File: config.mk
export PLATFORM = sky130hd
export DESIGN_NAME = risc_spm_ctrl_flat
export DESIGN_NICKNAME = d
export VERILOG_FILES = /design/src/rtl/risc_spm_ctrl_if.sv /design/src/rtl/risc_spm_ctrl.sv /design/src/flat_wrapper.sv
export SDC_FILE = /design/constraint.sdc
export NUM_CORES = 1
export LEC_CHECK = 0
export ABC_CLOCK_PERIOD_IN_PS = 3300
export CAP_MARGIN = 25
export CORE_MARGIN = 2
export CORE_UTILIZATION = 35
export CTS_BUF_LIST = sky130_fd_sc_hd__clkbuf_8
export DETAILED_ROUTE_END_ITERATION = 6
export PLACE_DENSITY = 0.77
export SETUP_SLACK_MARGIN = 0.05
export SYNTH_ARGS = -nofsm -noshare
export SYNTH_HDL_FRONTEND = slang
export SYNTH_SLANG_ARGS = --single-unit
File: constraint.sdc
create_clock -name clk -period 3.3 [get_ports clk]
set_input_delay 0.66 -clock clk [delete_from_list [all_inputs] [get_ports clk]]
set_output_delay 0.66 -clock clk [all_outputs]
set_load 0.02 [all_outputs]
File: src/rtl/risc_spm_ctrl_if.sv
// Control bus between the RISC SPM control unit and its datapath.
// master = control unit (drives strobes/selects), slave = datapath.
interface risc_spm_if #(
   parameter int CNT_W = 16
);
   logic [7:0]       instruction;  // IR contents: [7:4] opcode, [3:2] src, [1:0] dest
   logic             zero;         // registered zero flag from Reg_Z
   logic [3:0]       load_r;       // one-hot load strobe for R0..R3
   logic             load_pc;
   logic             inc_pc;
   logic [2:0]       sel_bus1;     // 0..3 = R0..R3, 4 = PC
   logic [1:0]       sel_bus2;     // 0 = ALU, 1 = Bus_1, 2 = memory word
   logic             load_ir;
   logic             load_add_r;
   logic             load_reg_y;
   logic             load_reg_z;
   logic             write;
   logic             halted;
   logic [CNT_W-1:0] instr_cnt;
   logic [3:0]       state_dbg;    // raw FSM state, for checkers

   modport master (
      input  instruction, zero,
      output load_r, load_pc, inc_pc, sel_bus1, sel_bus2, load_ir, load_add_r,
             load_reg_y, load_reg_z, write, halted, instr_cnt, state_dbg
   );

   modport slave (
      output instruction, zero,
      input  load_r, load_pc, inc_pc, sel_bus1, sel_bus2, load_ir, load_add_r,
             load_reg_y, load_reg_z, write, halted, instr_cnt, state_dbg
   );
endinterface

File: src/rtl/risc_spm_ctrl.sv
// RISC SPM control unit: fetch/decode/execute sequencer for 8-bit
// instructions plus a saturating retired-instruction counter.
// There is no valid/ready handshake here: every strobe is a single-cycle
// command to the datapath, decoded from the registered state (and, in
// S_DEC, from the instruction and zero flag), and is consumed on the next
// rising clock edge unconditionally.
module risc_spm_ctrl #(
   parameter int CNT_W = 16
) (
   input  logic      clk,
   input  logic      rst,      // asynchronous, active-low
   risc_spm_if.master bus
);

   typedef enum logic [3:0] {
      S_IDLE = 4'd0,
      S_FET1 = 4'd1,
      S_FET2 = 4'd2,
      S_DEC  = 4'd3,
      S_EX1  = 4'd4,
      S_RD1  = 4'd5,
      S_RD2  = 4'd6,
      S_WR1  = 4'd7,
      S_WR2  = 4'd8,
      S_BR1  = 4'd9,
      S_BR2  = 4'd10,
      S_HALT = 4'd11
   } state_t;

   localparam logic [3:0] OP_NOP = 4'd0;
   localparam logic [3:0] OP_ADD = 4'd1;
   localparam logic [3:0] OP_SUB = 4'd2;
   localparam logic [3:0] OP_AND = 4'd3;
   localparam logic [3:0] OP_NOT = 4'd4;
   localparam logic [3:0] OP_RD  = 4'd5;
   localparam logic [3:0] OP_WR  = 4'd6;
   localparam logic [3:0] OP_BR  = 4'd7;
   localparam logic [3:0] OP_BRZ = 4'd8;

   localparam logic [2:0] SEL1_PC   = 3'd4;
   localparam logic [1:0] SEL2_ALU  = 2'd0;
   localparam logic [1:0] SEL2_BUS1 = 2'd1;
   localparam logic [1:0] SEL2_MEM  = 2'd2;

   state_t           state_q, state_d;
   logic [CNT_W-1:0] cnt_q, cnt_d;
   logic             retire;

   logic [3:0] opcode;
   logic [1:0] src;
   logic [1:0] dest;
   logic [3:0] dest_oh;

   logic [3:0] load_r;
   logic       load_pc, inc_pc, load_ir, load_add_r;
   logic       load_reg_y, load_reg_z, write, halted;
   logic [2:0] sel_bus1;
   logic [1:0] sel_bus2;

   assign opcode  = bus.instruction[7:4];
   assign src     = bus.instruction[3:2];
   assign dest    = bus.instruction[1:0];
   assign dest_oh = 4'b0001 << dest;

   // State register; reset forces S_IDLE so every strobe drops at once.
   always_ff @(posedge clk or negedge rst) begin
      if (!rst) state_q <= S_IDLE;
      else      state_q <= state_d;
   end

   // Next-state and strobe decode; retire marks the last cycle of an instruction.
   always_comb begin
      state_d    = state_q;
      retire     = 1'b0;
      load_r     = 4'b0000;
      load_pc    = 1'b0;
      inc_pc     = 1'b0;
      sel_bus1   = 3'd0;
      sel_bus2   = SEL2_ALU;
      load_ir    = 1'b0;
      load_add_r = 1'b0;
      load_reg_y = 1'b0;
      load_reg_z = 1'b0;
      write      = 1'b0;
      halted     = 1'b0;
      case (state_q)
         S_IDLE: state_d = S_FET1;
         S_FET1: begin
            sel_bus1   = SEL1_PC;
            sel_bus2   = SEL2_BUS1;
            load_add_r = 1'b1;
            state_d    = S_FET2;
         end
         S_FET2: begin
            sel_bus2 = SEL2_MEM;
            load_ir  = 1'b1;
            inc_pc   = 1'b1;
            state_d  = S_DEC;
         end
         S_DEC: begin
            case (opcode)
               OP_NOP: begin
                  retire  = 1'b1;
                  state_d = S_FET1;
               end
               OP_ADD, OP_SUB, OP_AND: begin
                  sel_bus1   = {1'b0, src};
                  sel_bus2   = SEL2_BUS1;
                  load_reg_y = 1'b1;
                  state_d    = S_EX1;
               end
               OP_NOT: begin
                  sel_bus1   = {1'b0, src};
                  sel_bus2   = SEL2_ALU;
                  load_reg_z = 1'b1;
                  load_r     = dest_oh;
                  retire     = 1'b1;
                  state_d    = S_FET1;
               end
               OP_RD, OP_WR, OP_BR: begin
                  // Operand word follows the opcode: point the address register at it.
                  sel_bus1   = SEL1_PC;
                  sel_bus2   = SEL2_BUS1;
                  load_add_r = 1'b1;
                  if (opcode == OP_RD)      state_d = S_RD1;
                  else if (opcode == OP_WR) state_d = S_WR1;
                  else                      state_d = S_BR1;
               end
               OP_BRZ: begin
                  if (bus.zero) begin
                     sel_bus1   = SEL1_PC;
                     sel_bus2   = SEL2_BUS1;
                     load_add_r = 1'b1;
                     state_d    = S_BR1;
                  end else begin
                     // Not taken: step the PC over the unused target word.
                     inc_pc  = 1'b1;
                     retire  = 1'b1;
                     state_d = S_FET1;
                  end
               end
               default: state_d = S_HALT;
            endcase
         end
         S_EX1: begin
            sel_bus1   = {1'b0, dest};
            sel_bus2   = SEL2_ALU;
            load_reg_z = 1'b1;
            load_r     = dest_oh;
            retire     = 1'b1;
            state_d    = S_FET1;
         end
         S_RD1, S_WR1: begin
            sel_bus2   = SEL2_MEM;
            load_add_r = 1'b1;
            inc_pc     = 1'b1;
            state_d    = (state_q == S_RD1) ? S_RD2 : S_WR2;
         end
         S_RD2: begin
            sel_bus2 = SEL2_MEM;
            load_r   = dest_oh;
            retire   = 1'b1;
            state_d  = S_FET1;
         end
         S_WR2: begin
            sel_bus1 = {1'b0, src};
            write    = 1'b1;
            retire   = 1'b1;
            state_d  = S_FET1;
         end
         S_BR1: begin
            sel_bus2   = SEL2_MEM;
            load_add_r = 1'b1;
            state_d    = S_BR2;
         end
         S_BR2: begin
            sel_bus2 = SEL2_MEM;
            load_pc  = 1'b1;
            retire   = 1'b1;
            state_d  = S_FET1;
         end
         S_HALT: halted = 1'b1;
         default: state_d = S_IDLE;
      endcase
   end

   // Retired-instruction count; sticks at all-ones instead of wrapping.
   always_comb begin
      cnt_d = cnt_q;
      if (retire && (cnt_q != {CNT_W{1'b1}})) cnt_d = cnt_q + 1'b1;
   end

   // Counter register, cleared by reset.
   always_ff @(posedge clk or negedge rst) begin
      if (!rst) cnt_q <= '0;
      else      cnt_q <= cnt_d;
   end

   assign bus.load_r     = load_r;
   assign bus.load_pc    = load_pc;
   assign bus.inc_pc     = inc_pc;
   assign bus.sel_bus1   = sel_bus1;
   assign bus.sel_bus2   = sel_bus2;
   assign bus.load_ir    = load_ir;
   assign bus.load_add_r = load_add_r;
   assign bus.load_reg_y = load_reg_y;
   assign bus.load_reg_z = load_reg_z;
   assign bus.write      = write;
   assign bus.halted     = halted;
   assign bus.instr_cnt  = cnt_q;
   assign bus.state_dbg  = state_q;

endmodule

File: src/flat_wrapper.sv
// flat-port wrapper written by rule: the top's interface ports become plain ports
module risc_spm_ctrl_flat 
#(
   parameter int CNT_W = 16
)
  (clk, rst, bus_instruction, bus_zero, bus_load_r, bus_load_pc, bus_inc_pc, bus_sel_bus1, bus_sel_bus2, bus_load_ir, bus_load_add_r, bus_load_reg_y, bus_load_reg_z, bus_write, bus_halted, bus_instr_cnt, bus_state_dbg);
  risc_spm_if #(.CNT_W(CNT_W)) bus_i ();
  input  logic clk;
  input  logic rst;
  input wire logic [$bits(bus_i.instruction)-1:0] bus_instruction;
  input wire logic [$bits(bus_i.zero)-1:0] bus_zero;
  output wire logic [$bits(bus_i.load_r)-1:0] bus_load_r;
  output wire logic [$bits(bus_i.load_pc)-1:0] bus_load_pc;
  output wire logic [$bits(bus_i.inc_pc)-1:0] bus_inc_pc;
  output wire logic [$bits(bus_i.sel_bus1)-1:0] bus_sel_bus1;
  output wire logic [$bits(bus_i.sel_bus2)-1:0] bus_sel_bus2;
  output wire logic [$bits(bus_i.load_ir)-1:0] bus_load_ir;
  output wire logic [$bits(bus_i.load_add_r)-1:0] bus_load_add_r;
  output wire logic [$bits(bus_i.load_reg_y)-1:0] bus_load_reg_y;
  output wire logic [$bits(bus_i.load_reg_z)-1:0] bus_load_reg_z;
  output wire logic [$bits(bus_i.write)-1:0] bus_write;
  output wire logic [$bits(bus_i.halted)-1:0] bus_halted;
  output wire logic [$bits(bus_i.instr_cnt)-1:0] bus_instr_cnt;
  output wire logic [$bits(bus_i.state_dbg)-1:0] bus_state_dbg;
  assign bus_i.instruction = bus_instruction;
  assign bus_i.zero = bus_zero;
  assign bus_load_r = bus_i.load_r;
  assign bus_load_pc = bus_i.load_pc;
  assign bus_inc_pc = bus_i.inc_pc;
  assign bus_sel_bus1 = bus_i.sel_bus1;
  assign bus_sel_bus2 = bus_i.sel_bus2;
  assign bus_load_ir = bus_i.load_ir;
  assign bus_load_add_r = bus_i.load_add_r;
  assign bus_load_reg_y = bus_i.load_reg_y;
  assign bus_load_reg_z = bus_i.load_reg_z;
  assign bus_write = bus_i.write;
  assign bus_halted = bus_i.halted;
  assign bus_instr_cnt = bus_i.instr_cnt;
  assign bus_state_dbg = bus_i.state_dbg;
  risc_spm_ctrl #(.CNT_W(CNT_W)) u_core (.clk(clk), .rst(rst), .bus(bus_i));
endmodule
==> metrics.log <==
INFO  metric crit_path_cell_trace = clkdlybuf4s50_1 -> or4_4 -> or2_2 -> o21ai_4 -> nand2_1 -> nor2_1 -> clkdlybuf4s15_2
INFO  metric first_pass_grt_wire_length = 5.42 mm
INFO  metric coreArea = 0.00369 sq mm
INFO  metric rsz0062_at_grt = true
INFO  metric grt_start_max_net_pins = 21
INFO  metric critPathMaxFanout = 4
INFO  metric cts.root.buffer_cell = clkbuf_8
INFO  metric crit_type = in -> out
INFO  metric achievable_frequency = 309 MHz
INFO  metric drt_drc_violations_left = 0
INFO  metric floorplan.die.height = 66.0 microns
INFO  metric synth.yosys.warnings = 0
INFO  metric most-common-layout-cells = clkdlybuf4s50_1, dfrtp_1, nand2_1
INFO  metric setup_viol = 0
INFO  metric cpPeakStageDelay = 0.55 ns
INFO  metric finClkSkew = 0.00425 ns
INFO  metric crit_path_start_kind = input pin
INFO  metric vias = 1326
INFO  metric setup.worst_path.end_class = primary output
INFO  metric first_pass_iters = 4
INFO  metric hold_path_class = reg -> reg
INFO  metric dp_cells = 250
INFO  metric antenna_found_initial = 0
INFO  metric top_level_ports = 48
INFO  metric layout.core_utilization = 53.6%
INFO  metric cp_data_arrival_time = 2.57 ns
INFO  metric crit_slowest_cell = or4_4
INFO  metric overflow = 0
INFO  metric synth_top_cell_area_share = 37.2%
INFO  metric crit_buf_inv = 2
INFO  metric layout.cells.most_common = clkdlybuf4s50_1
INFO  metric period_share = 97.9%
INFO  metric dieWidth = 66.0 microns
INFO  metric worst_rel_slew_slack = 42.5%
INFO  metric cts_buffer_depth = 2
INFO  metric design.final.nets = 219
INFO  metric ys_seq_elements = 20
INFO  metric syn_area_per_cell = 8.85 sq um
INFO  metric post_synth_inst_count = 152
INFO  metric timing.max_cap.violations = 0
INFO  metric drt_wl_total = 3.42 mm
INFO  metric required = 2.64 ns
INFO  metric wl_per_cell = 13.5 microns
INFO  metric fin_crit_period = 3.23 ns
INFO  metric final_max_slew_viol_count = 0
INFO  metric numPortBuffers = 47
INFO  metric leakage_power = 0.848 nW
INFO  metric timing_worst_slew_pin_value = 0.859 ns
INFO  metric crit_path_leading_delay_family = simple AND/OR/NAND/NOR gates
INFO  metric drt-vias-per-instance = 5.22
INFO  metric yosysSeqAreaShare = 37.2%
INFO  metric postSynthNetCount = 164
INFO  metric synth_enable_flop_cells = 0
INFO  metric hpwl = 2.57 mm
INFO  metric power-per-cell-area = 724 mW/mm^2
INFO  metric tritoncts_clock_tree = done
INFO  metric ys_top_cells_by_area = dfrtp_1, xnor2_1, nor2_1
INFO  metric area_growth_synth_to_finish = 46.9%
INFO  metric clock_insertion_delay_worst_skew = 0.25 ns
INFO  metric first_global_vias = 1186
INFO  metric cts.sink_count = 20
INFO  metric synth_cell_types = 40
INFO  metric die_area = 0.00435 sq mm
INFO  metric cts_post_setup_buffers_inserted = 0
INFO  metric place.gp.congestion = 0.793
INFO  metric vdd.ir_drop.worst = 0.000561 V
INFO  metric fin_tns_setup = 0 ns
INFO  metric drt.antenna.violating_nets = 0
INFO  metric std_cell_rows = 22
INFO  metric asyncSetResetFlopFracSynth = 100%
INFO  metric cts_buffers = 3
INFO  metric synth.largest_area_cell = dfrtp_1
INFO  metric number_of_antenna_repair_diodes = 0
INFO  metric final_hold_viol_count = 0
INFO  metric drt_iter0_markers = 84
INFO  metric outcome = finished clean
INFO  metric layout-drive-gt1-share = 17.5%
INFO  metric finish.cell_count_without_fillers = 254
INFO  metric start_util = 36.5%
INFO  metric ctsHtreeMaxLevel = 1
INFO  metric yosys_most_used_dff = dfrtp_1
INFO  metric synth_area = 0.00135 sq mm
INFO  metric clk_transition_reported_paths = 0.07 ns
INFO  metric gr-usage-all-layers = 15.9%
## kinds of logic after synthesis
| logic type | Yosys count | synth area share [%] |
|---|---|---|
| buf+inv | 13 | 4.74 |
| simple gates | 69 | 27.3 |
| fa+ha+maj | 1 | 0.930 |
| mux | 3 | 2.42 |
| compound gates | 31 | 17.7 |
| flops | 20 | 37.2 |
| xor+xnor | 15 | 9.77 |
## per-layer routing
| layer | global-route usage [%] | part of all wire, % | vias to the layer above |
|---|---|---|---|
| met3 | 2.73 | 7.8 | 4 |
| met2 | 25.5 | 45 | 58 |
| met5 | 0 | 0 | - |
| li1 | - | - | 651 |
| met4 | 4.59 | 0.79 | 0 |
| met1 | 22.1 | 46 | 613 |
## per-stage QoR
step | instance area, sq um | worst slack, ns | total power [mW] | hold WS, ns
6_report | 1980 | 0.0681 | 1.43 | 0.514
5_1_grt | 1980 | -0.00280 | 1.53 | 0.541
4_1_cts | 1990 | 0.0593 | 1.45 | 0.513
3_5_place_dp | 1920 | -0.374 | 1.23 | 0.496
3_3_place_gp | 1920 | -0.331 | 1.22 | 0.482
2_1_floorplan | 1350 | 0.365 | 0.884 | 0.364
## repair_timing
action / 4_1_cts / 5_1_grt
endpoints found under the setup margin: 11 / 7
hold buffers: 0 / 0
gates resized for setup: 26 / 9
## cell type report
cell class	instances	area, sq um
clock inverters	1	30.0
inverters	4	15.0
repair buffers	59	527
fillers	358	1710
flip-flops and latches	20	500
clock buffers	3	41.3
well taps	48	60.1
multi-input cells	119	802
## registers in the layout, summed over array words and instances, names as in the netlist
name,count
u_core.bus.state_dbg,4
u_core.bus.instr_cnt,16
## worst reg2reg max path, stage by stage, from the launching register on
cell and delay, ns:
dfrtp_1 0.38, or4_4 0.49, buf_4 0.16, o32ai_4 0.27, a21boi_4 0.44, mux2_2 0.38
## cell usage after synthesis (2+ instances only)
cell	instances
dfrtp_1	20
nor2_1	17
nand2_1	16
xnor2_1	11
a21oi_1	9
clkbuf_1	7
and3_1	5
nand3_1	5
nand4_1	5
nor3_1	5
and4_1	4
inv_1	4
o21ai_0	4
xor2_1	4
nand2b_1	3
o21a_1	3
a21o_1	2
a22o_1	2
buf_6	2
mux2_2	2
nor3b_1	2
o22ai_1	2
## path summary, 6_finish.rpt
kind                                                            from                                   end  slack, ns  cells after the start
worst max-delay path                              bus_instruction[5]                         bus_load_r[2]       0.07                      7
min in group asynchronous                                        rst  u_core.bus.instr_cnt[12]$_DFFE_PN0P_       0.90                      1
max in group asynchronous                                        rst  u_core.bus.instr_cnt[11]$_DFFE_PN0P_       1.88                      1
worst min-delay path            u_core.bus.instr_cnt[12]$_DFFE_PN0P_  u_core.bus.instr_cnt[12]$_DFFE_PN0P_       0.51                      1
worst min register to register  u_core.bus.instr_cnt[12]$_DFFE_PN0P_  u_core.bus.instr_cnt[12]$_DFFE_PN0P_       0.51                      1
worst max register to register   u_core.bus.state_dbg[2]$_DFFE_PN0N_   u_core.bus.instr_cnt[1]$_DFFE_PN0P_       1.07                      5
## power breakdown
group          internal (mW)  switching [mW]
Combinational          0.369           0.470
Clock                  0.162          0.0779
Sequential             0.299          0.0536
Total                  0.830           0.601
Power figures use the tool's default switching activity.
